`config.mk`:
```
export PLATFORM = sky130hd
export DESIGN_NAME = alu_arbiter_flat
export DESIGN_NICKNAME = d
export VERILOG_FILES = /design/src/rtl/alu_pkg.sv /design/src/rtl/alu_arbiter_if.sv /design/src/rtl/alu_arbiter_alu.sv /design/src/rtl/alu_arbiter.sv /design/src/flat_wrapper.sv
export SDC_FILE = /design/constraint.sdc
export NUM_CORES = 1
export LEC_CHECK = 0
export BUFFER_PORTS_ARGS = -buffer_cell sky130_fd_sc_hd__buf_2
export CORE_UTILIZATION = 50
export CTS_CLUSTER_DIAMETER = 60
export CTS_CLUSTER_SIZE = 16
export DETAILED_ROUTE_END_ITERATION = 12
export GPL_ROUTABILITY_DRIVEN = 1
export PLACE_DENSITY = 0.69
export REMOVE_ABC_BUFFERS = 1
export SLEW_MARGIN = 10
export SYNTH_ARGS = -nofsm -noshare
export SYNTH_HDL_FRONTEND = slang
export SYNTH_SLANG_ARGS = --single-unit
```
`constraint.sdc`:
```
create_clock -name clk -period 12.7 [get_ports clk]
set_input_delay 0.635 -clock clk [delete_from_list [all_inputs] [get_ports clk]]
set_output_delay 0.635 -clock clk [all_outputs]
set_load 0.1 [all_outputs]
```
`src/rtl/alu_pkg.sv`:
```
// Shared ALU opcodes, datapath width and the arbiter stage record.
package alu_pkg;

  localparam int XLEN = 64;

  localparam logic [3:0] ALU_OP_ADD = 4'd0;
  localparam logic [3:0] ALU_OP_SUB = 4'd1;
  localparam logic [3:0] ALU_OP_AND = 4'd2;
  localparam logic [3:0] ALU_OP_OR  = 4'd3;
  localparam logic [3:0] ALU_OP_XOR = 4'd4;
  localparam logic [3:0] ALU_OP_SLL = 4'd5;
  localparam logic [3:0] ALU_OP_SRL = 4'd6;
  localparam logic [3:0] ALU_OP_SRA = 4'd7;

  // One accepted request as held in the stage register. The tag width is a
  // per-instance parameter, so the tag is kept in its own register beside it.
  typedef struct packed {
    logic [XLEN-1:0] op1;
    logic [XLEN-1:0] op2;
    logic [3:0]      alu_op;
    logic            id;
  } stage_t;

  // Codes 8-15 have no defined operation.
  function automatic logic op_undefined(input logic [3:0] op);
    return op[3];
  endfunction

endpackage

```
`src/rtl/alu_arbiter_if.sv`:
```
// Two-requester request bus plus single result channel.
interface alu_arbiter_if #(
  parameter int TAG_W = 4
);
  import alu_pkg::*;

  logic [1:0]      req_valid;
  logic [1:0]      req_ready;
  logic [XLEN-1:0] req_op1_0, req_op1_1;
  logic [XLEN-1:0] req_op2_0, req_op2_1;
  logic [3:0]      req_alu_op_0, req_alu_op_1;
  logic [TAG_W-1:0] req_tag_0, req_tag_1;

  logic            rsp_valid;
  logic            rsp_ready;
  logic [XLEN-1:0] rsp_result;
  logic            rsp_id;
  logic [TAG_W-1:0] rsp_tag;
  logic            rsp_err;

  // Requesters plus result consumer.
  modport master (
    output req_valid, req_op1_0, req_op1_1, req_op2_0, req_op2_1,
           req_alu_op_0, req_alu_op_1, req_tag_0, req_tag_1, rsp_ready,
    input  req_ready, rsp_valid, rsp_result, rsp_id, rsp_tag, rsp_err
  );

  // Arbiter side.
  modport slave (
    input  req_valid, req_op1_0, req_op1_1, req_op2_0, req_op2_1,
           req_alu_op_0, req_alu_op_1, req_tag_0, req_tag_1, rsp_ready,
    output req_ready, rsp_valid, rsp_result, rsp_id, rsp_tag, rsp_err
  );

endinterface

```
`src/rtl/alu_arbiter_alu.sv`:
```
// Combinational 64-bit ALU; undefined opcodes yield 0 with err set.
module alu_arbiter_alu
  import alu_pkg::*;
(
  input  logic [XLEN-1:0] op1_i,
  input  logic [XLEN-1:0] op2_i,
  input  logic [3:0]      alu_op_i,
  output logic [XLEN-1:0] result_o,
  output logic            err_o
);

  logic [5:0] shamt;
  assign shamt = op2_i[5:0];

  // Opcode decode; add/sub wrap naturally at XLEN bits.
  always_comb begin
    result_o = '0;
    err_o    = 1'b0;
    case (alu_op_i)
      ALU_OP_ADD: result_o = op1_i + op2_i;
      ALU_OP_SUB: result_o = op1_i - op2_i;
      ALU_OP_AND: result_o = op1_i & op2_i;
      ALU_OP_OR:  result_o = op1_i | op2_i;
      ALU_OP_XOR: result_o = op1_i ^ op2_i;
      ALU_OP_SLL: result_o = op1_i << shamt;
      ALU_OP_SRL: result_o = op1_i >> shamt;
      ALU_OP_SRA: result_o = $unsigned($signed(op1_i) >>> shamt);
      default:    err_o    = op_undefined(alu_op_i);
    endcase
  end

endmodule

```
`src/rtl/alu_arbiter.sv`:
```
// Two-way round-robin arbiter feeding a one-entry stage register and ALU.
module alu_arbiter
  import alu_pkg::*;
#(
  parameter int TAG_W = 4,
  parameter int CNT_W = 16
) (
  input  logic             clk,
  input  logic             reset,
  alu_arbiter_if.slave     bus,
  output logic [CNT_W-1:0] grant_cnt_0,
  output logic [CNT_W-1:0] grant_cnt_1
);

  stage_t           stage_q, stage_d;
  logic [TAG_W-1:0] tag_q, tag_d;
  logic             vld_q;
  logic             last_grant_q;
  logic [CNT_W-1:0] cnt0_q, cnt1_q;

  logic stage_free, gnt_vld, gnt_id, accept;

  assign stage_free = !vld_q || bus.rsp_ready;

  // Grant selection: sole requester wins; on contention the one not served last.
  always_comb begin
    gnt_vld = 1'b0;
    gnt_id  = 1'b0;
    case (bus.req_valid)
      2'b01:   begin gnt_vld = 1'b1; gnt_id = 1'b0;          end
      2'b10:   begin gnt_vld = 1'b1; gnt_id = 1'b1;          end
      2'b11:   begin gnt_vld = 1'b1; gnt_id = !last_grant_q; end
      default: begin gnt_vld = 1'b0; gnt_id = 1'b0;          end
    endcase
  end

  // Ready is held low throughout reset so nothing is taken while clearing.
  assign accept        = !reset && stage_free && gnt_vld;
  assign bus.req_ready = accept ? (gnt_id ? 2'b10 : 2'b01) : 2'b00;

  // Mux the winning requester's fields into the next stage record.
  always_comb begin
    stage_d.id = gnt_id;
    if (gnt_id) begin
      stage_d.op1    = bus.req_op1_1;
      stage_d.op2    = bus.req_op2_1;
      stage_d.alu_op = bus.req_alu_op_1;
      tag_d          = bus.req_tag_1;
    end else begin
      stage_d.op1    = bus.req_op1_0;
      stage_d.op2    = bus.req_op2_0;
      stage_d.alu_op = bus.req_alu_op_0;
      tag_d          = bus.req_tag_0;
    end
  end

  // Stage register: load on accept (even while draining, so no bubble), else
  // drop valid once the consumer takes the result.
  always_ff @(posedge clk or posedge reset) begin
    if (reset) begin
      stage_q      <= '0;
      tag_q        <= '0;
      vld_q        <= 1'b0;
      last_grant_q <= 1'b1;
    end else if (accept) begin
      stage_q      <= stage_d;
      tag_q        <= tag_d;
      vld_q        <= 1'b1;
      last_grant_q <= gnt_id;
    end else if (bus.rsp_ready) begin
      vld_q        <= 1'b0;
    end
  end

  // Per-requester accept counters, free-running with natural wrap.
  always_ff @(posedge clk or posedge reset) begin
    if (reset) begin
      cnt0_q <= '0;
      cnt1_q <= '0;
    end else if (accept) begin
      if (gnt_id) cnt1_q <= cnt1_q + 1'b1;
      else        cnt0_q <= cnt0_q + 1'b1;
    end
  end

  // A cleared stage decodes as ADD 0+0, so the result reads 0 out of reset.
  alu_arbiter_alu u_alu (
    .op1_i    (stage_q.op1),
    .op2_i    (stage_q.op2),
    .alu_op_i (stage_q.alu_op),
    .result_o (bus.rsp_result),
    .err_o    (bus.rsp_err)
  );

  assign bus.rsp_valid = vld_q;
  assign bus.rsp_id    = stage_q.id;
  assign bus.rsp_tag   = tag_q;
  assign grant_cnt_0   = cnt0_q;
  assign grant_cnt_1   = cnt1_q;

endmodule

```
`src/flat_wrapper.sv`:
```
// flat-port wrapper written by rule: the top's interface ports become plain ports
module alu_arbiter_flat import alu_pkg::*;
#(
  parameter int TAG_W = 4,
  parameter int CNT_W = 16
)
  (clk, reset, grant_cnt_0, grant_cnt_1, bus_req_valid, bus_req_op1_0, bus_req_op1_1, bus_req_op2_0, bus_req_op2_1, bus_req_alu_op_0, bus_req_alu_op_1, bus_req_tag_0, bus_req_tag_1, bus_rsp_ready, bus_req_ready, bus_rsp_valid, bus_rsp_result, bus_rsp_id, bus_rsp_tag, bus_rsp_err);
  alu_arbiter_if #(.TAG_W(TAG_W)) bus_i ();
  input  logic clk;
  input  logic reset;
  output logic [CNT_W-1:0] grant_cnt_0;
  output logic [CNT_W-1:0] grant_cnt_1;
  input wire logic [$bits(bus_i.req_valid)-1:0] bus_req_valid;
  input wire logic [$bits(bus_i.req_op1_0)-1:0] bus_req_op1_0;
  input wire logic [$bits(bus_i.req_op1_1)-1:0] bus_req_op1_1;
  input wire logic [$bits(bus_i.req_op2_0)-1:0] bus_req_op2_0;
  input wire logic [$bits(bus_i.req_op2_1)-1:0] bus_req_op2_1;
  input wire logic [$bits(bus_i.req_alu_op_0)-1:0] bus_req_alu_op_0;
  input wire logic [$bits(bus_i.req_alu_op_1)-1:0] bus_req_alu_op_1;
  input wire logic [$bits(bus_i.req_tag_0)-1:0] bus_req_tag_0;
  input wire logic [$bits(bus_i.req_tag_1)-1:0] bus_req_tag_1;
  input wire logic [$bits(bus_i.rsp_ready)-1:0] bus_rsp_ready;
  output wire logic [$bits(bus_i.req_ready)-1:0] bus_req_ready;
  output wire logic [$bits(bus_i.rsp_valid)-1:0] bus_rsp_valid;
  output wire logic [$bits(bus_i.rsp_result)-1:0] bus_rsp_result;
  output wire logic [$bits(bus_i.rsp_id)-1:0] bus_rsp_id;
  output wire logic [$bits(bus_i.rsp_tag)-1:0] bus_rsp_tag;
  output wire logic [$bits(bus_i.rsp_err)-1:0] bus_rsp_err;
  assign bus_i.req_valid = bus_req_valid;
  assign bus_i.req_op1_0 = bus_req_op1_0;
  assign bus_i.req_op1_1 = bus_req_op1_1;
  assign bus_i.req_op2_0 = bus_req_op2_0;
  assign bus_i.req_op2_1 = bus_req_op2_1;
  assign bus_i.req_alu_op_0 = bus_req_alu_op_0;
  assign bus_i.req_alu_op_1 = bus_req_alu_op_1;
  assign bus_i.req_tag_0 = bus_req_tag_0;
  assign bus_i.req_tag_1 = bus_req_tag_1;
  assign bus_i.rsp_ready = bus_rsp_ready;
  assign bus_req_ready = bus_i.req_ready;
  assign bus_rsp_valid = bus_i.rsp_valid;
  assign bus_rsp_result = bus_i.rsp_result;
  assign bus_rsp_id = bus_i.rsp_id;
  assign bus_rsp_tag = bus_i.rsp_tag;
  assign bus_rsp_err = bus_i.rsp_err;
  alu_arbiter #(.TAG_W(TAG_W), .CNT_W(CNT_W)) u_core (.clk(clk), .reset(reset), .bus(bus_i), .grant_cnt_0(grant_cnt_0), .grant_cnt_1(grant_cnt_1));
endmodule
```
==> flow_metrics.py <==
metrics = {
    "worst_setup_path": {
        "cp_max_fo": 30,
        "end_kind": "output pin",
        "rr_startpoint": "u_core.last_grant_q",
        "critPathKind": "flop to output pin",
        "arrival_ns": 8.17,
        "worstReg2RegEnd": "u_core.stage_q[6]",
        "cp_data_required_time_ns": 12.06,
        "r2r_cells": 5,
        "critPathLaunchType": "flop",
        "rrSetupSlack_ns": 9.96,
    },
    "power_and_ir_drop": {
        "clock_power_share_pct": 9.5,
        "vdd_drop_max_uv": 207.3,
        "internal-power_mw": 2.141,
        "p_comb_share_pct": 74.6,
        "seqPwrFrac_pct": 15.9,
        "p_per_area_nw_per_um2": 207.7,
        "p_switching_mw": 3.546,
        "p_sw_share_pct": 62.36,
        "leakagePower_nw": 12.52,
    },
    "floorplan": {
        "io_pins": 382,
        "dieArea_um2": 50060,
        "die_w_um": 223.7,
        "coreArea_um2": 48150,
        "start_util_pct": 51.06,
        "die_h_um": 223.7,
        "rows": 80,
    },
    "cells_and_area": {
        "final_common_cell": "buf_2",
        "final_nets": 3778,
        "fillers": 4456,
        "fin_cells": 3976,
        "most-common-layout-cells": "buf_2, nor2_1, nand2_1",
        "syn2layout_area_growth_pct": 11.40,
        "drive_gt1_share_pct": 19.80,
    },
    "global_route": {
        "grt_max_degree": 105,
        "grtUsageMet2_pct": 65.11,
        "grt_pass1_vias": 25230,
        "met3_usage_pct": 9.798,
        "use_met1_pct": 56.57,
        "grt_use_total_pct": 43.56,
        "grt_pass1_wl_um": 162200,
        "grt_antenna_before_repair": 5,
        "grt-busiest-layer": "met2",
        "grt-ovfl-total": 0,
    },
    "clocking": {
        "cts.htree.levels": 4,
        "cts_resized": 0,
        "clockRootBuffer": "clkbuf_16",
        "path_clk_slew_ns": 0.08,
        "cts_buffers": 17,
        "clock_path_buffers": 2,
        "cts_sinks": 171,
        "post_cts_buffers": 0,
        "clkLatencyLatePin_ns": 0.51,
        "postCtsHoldBufs": 0,
        "cts_tree": "yes",
    },
    "sta": {
        "fmax_ghz": 0.1136,
        "maxSlewHeadroom_pct": -0.7062,
        "finalWorstSetupSlack_ns": 3.898,
        "rsz0062_at_grt": "no",
        "finalCritPeriodShare_pct": 69.31,
        "post-route-min-period_ns": 8.802,
        "finalHoldViolCount": 0,
        "whs_ns": 0.1796,
        "tightest_slew_ns": 1.502,
        "finalClockSkew_ns": 0.01518,
        "slew_viol_final": 3,
        "finalSetupViolCount": 0,
    },
    "logic_synthesis": {
        "synth-main-ff-cell": "dfrtp_1",
        "netlist_area_um2": 24580,
        "ys_seq_area_share_pct": 17.41,
        "syn_inst": 3101,
        "ys.warnings.count": 0,
        "ys_types": 83,
        "synth_edf_count": 0,
        "synth_seq_cells": 171,
        "syn_avg_cell_area_um2": 7.928,
        "ys_async_sr_fraction_pct": 100.0,
    },
    "drt": {
        "drt-total-wl_um": 110000,
        "drc": 0,
        "detail_route.wl_per_cell_um": 27.65,
        "drt_first_pass_iters": 6,
        "vias": 26740,
        "routed_via_density": 6.726,
        "drtIter0Drc": 4024,
        "antenna_left": 0,
    },
    "placed_design": {
        "place_inst": 3942,
        "hpwl_um": 83050,
        "pre_cts_slack_ns": 4.630,
        "gp_congestion": 1.129,
        "port_buffers": 381,
    },
    "job": {
        "cap_violations": 2,
    },
    "outcome": {
        "violations": "max-capacitance violations, max-slew violations",
        "status": "finished, violations left",
    },
    "min_path": {
        "hold_path_class": "input port to async pin",
    },
}
power by group through the flow:
stage | registers (mW) | clock network (mW) | logic [mW]
after floorplan | 1.00 | 0 | 2.90
after global placement | 0.889 | 0 | 4.07
after detailed placement | 0.897 | 0 | 4.10
after CTS | 0.888 | 0.551 | 4.12
after global routing | 0.915 | 0.563 | 4.43
final | 0.904 | 0.542 | 4.24
stage by stage:
| stage | power, mW | setup TNS (ns) | utilization [%] | area (µm²) |
|---|---|---|---|---|
| finish | 5.687 | 0 | 56.88 | 27390 |
| global route | 5.903 | 0 | 56.87 | 27380 |
| CTS | 5.555 | 0 | 56.87 | 27380 |
| detailed placement | 4.996 | 0 | 55.67 | 26800 |
| global placement | 4.955 | 0 | 55.67 | 26800 |
| floorplan | 3.908 | -60.71 | - | 23650 |
kinds of logic after synthesis:
family | count (synthesis) | share of synthesized area [%]
fa+ha+maj | 196 | 10.01
simple gates | 902 | 15.81
xor+xnor | 145 | 5.166
mux | 389 | 22.65
compound gates | 903 | 22.83
buf+inv | 395 | 6.128
flops | 171 | 17.41
worst max-delay path by stage:
stage,startpoint,to,slack (ns)
3_3_place_gp,u_core.stage_q[5],bus_rsp_result[59],4.74
5_1_grt,u_core.stage_q[5],bus_rsp_result[59],3.62
2_1_floorplan,bus_req_valid[1],u_core.grant_cnt_0[13],-4.01
6_report,u_core.stage_q[5],bus_rsp_result[59],3.90
3_5_place_dp,u_core.stage_q[5],bus_rsp_result[59],4.63
4_1_cts,u_core.stage_q[5],bus_rsp_result[59],4.04
layer usage:
layer	up-vias	wire, µm
met3	406	12170
met4	2	8337
met5	-	8
met2	1917	46800
li1	11750	-
met1	12670	42640
worst max-delay path, cell delays in order, from the launching register on:
cell and delay (ns):
dfrtp_4 0.68, inv_1 0.70, ha_1 0.34, nand4_1 0.31
nand4b_1 0.44, or4_1 0.59, nor2_1 0.64, nor2_1 0.11
xnor2_1 0.16, ha_1 0.37, and2_1 0.26, nand3_1 0.12
or2_2 0.33, a2111oi_0 0.42, buf_4 0.21, nor2_1 0.06
o21ai_0 0.72, a21boi_0 0.27, xor2_1 0.21, o221ai_1 0.20
buf_2 0.46
registers in the layout, indices dropped and copies added, names as in the netlist:
name / count
u_core.bus.rsp_id: 1
u_core.grant_cnt_1: 16
u_core.bus.rsp_tag: 4
u_core.bus.rsp_valid: 1
u_core.grant_cnt_0: 16
u_core.stage_q: 132
u_core.last_grant_q: 1
layout make-up:
type                            count  area [µm²]  area share, %
Antenna cell                        2       5.005        0.01827
Clock inverter                     14       151.4         0.5528
Inverter                          153       583.1          2.129
Multi-Input combinational cell   2535       18850          68.82
Sequential cell                   171        4298          15.69
Clock buffer                       18       429.2          1.567
Timing Repair Buffer              427        2252          8.224
Tap cell                          656       820.8          2.997
synth_stat cells (all sizes together) (7+ instances only):
master | count | area share, %
o211ai | 47 | 1.4
nand2b | 11 | 0.28
a22oi | 33 | 1.0
ha | 195 | 9.9
buf | 67 | 1.1
o221ai | 18 | 0.64
xor2 | 24 | 0.86
a21o | 40 | 1.2
or3 | 18 | 0.48
nor3 | 40 | 0.81
a221oi | 30 | 1.1
nand3 | 56 | 1.1
o21a | 13 | 0.40
o211a | 7 | 0.29
mux2i | 238 | 9.7
nor2b | 8 | 0.23
inv | 152 | 2.3
o31ai | 13 | 0.40
o21bai | 12 | 0.37
and3 | 14 | 0.36
nand4 | 37 | 0.94
and2 | 8 | 0.20
a211o | 7 | 0.25
a211oi | 26 | 0.79
o22ai | 18 | 0.46
nand2 | 331 | 5.1
dfrtp | 170 | 17
a221o | 8 | 0.33
mux2 | 19 | 0.87
mux4 | 132 | 12
clkbuf | 175 | 2.7
o21ai | 328 | 6.7
or2 | 8 | 0.20
nor2 | 347 | 5.3
a31oi | 32 | 0.81
xnor2 | 121 | 4.3
a21oi | 205 | 4.2
(Power assumes the default switching activity.)
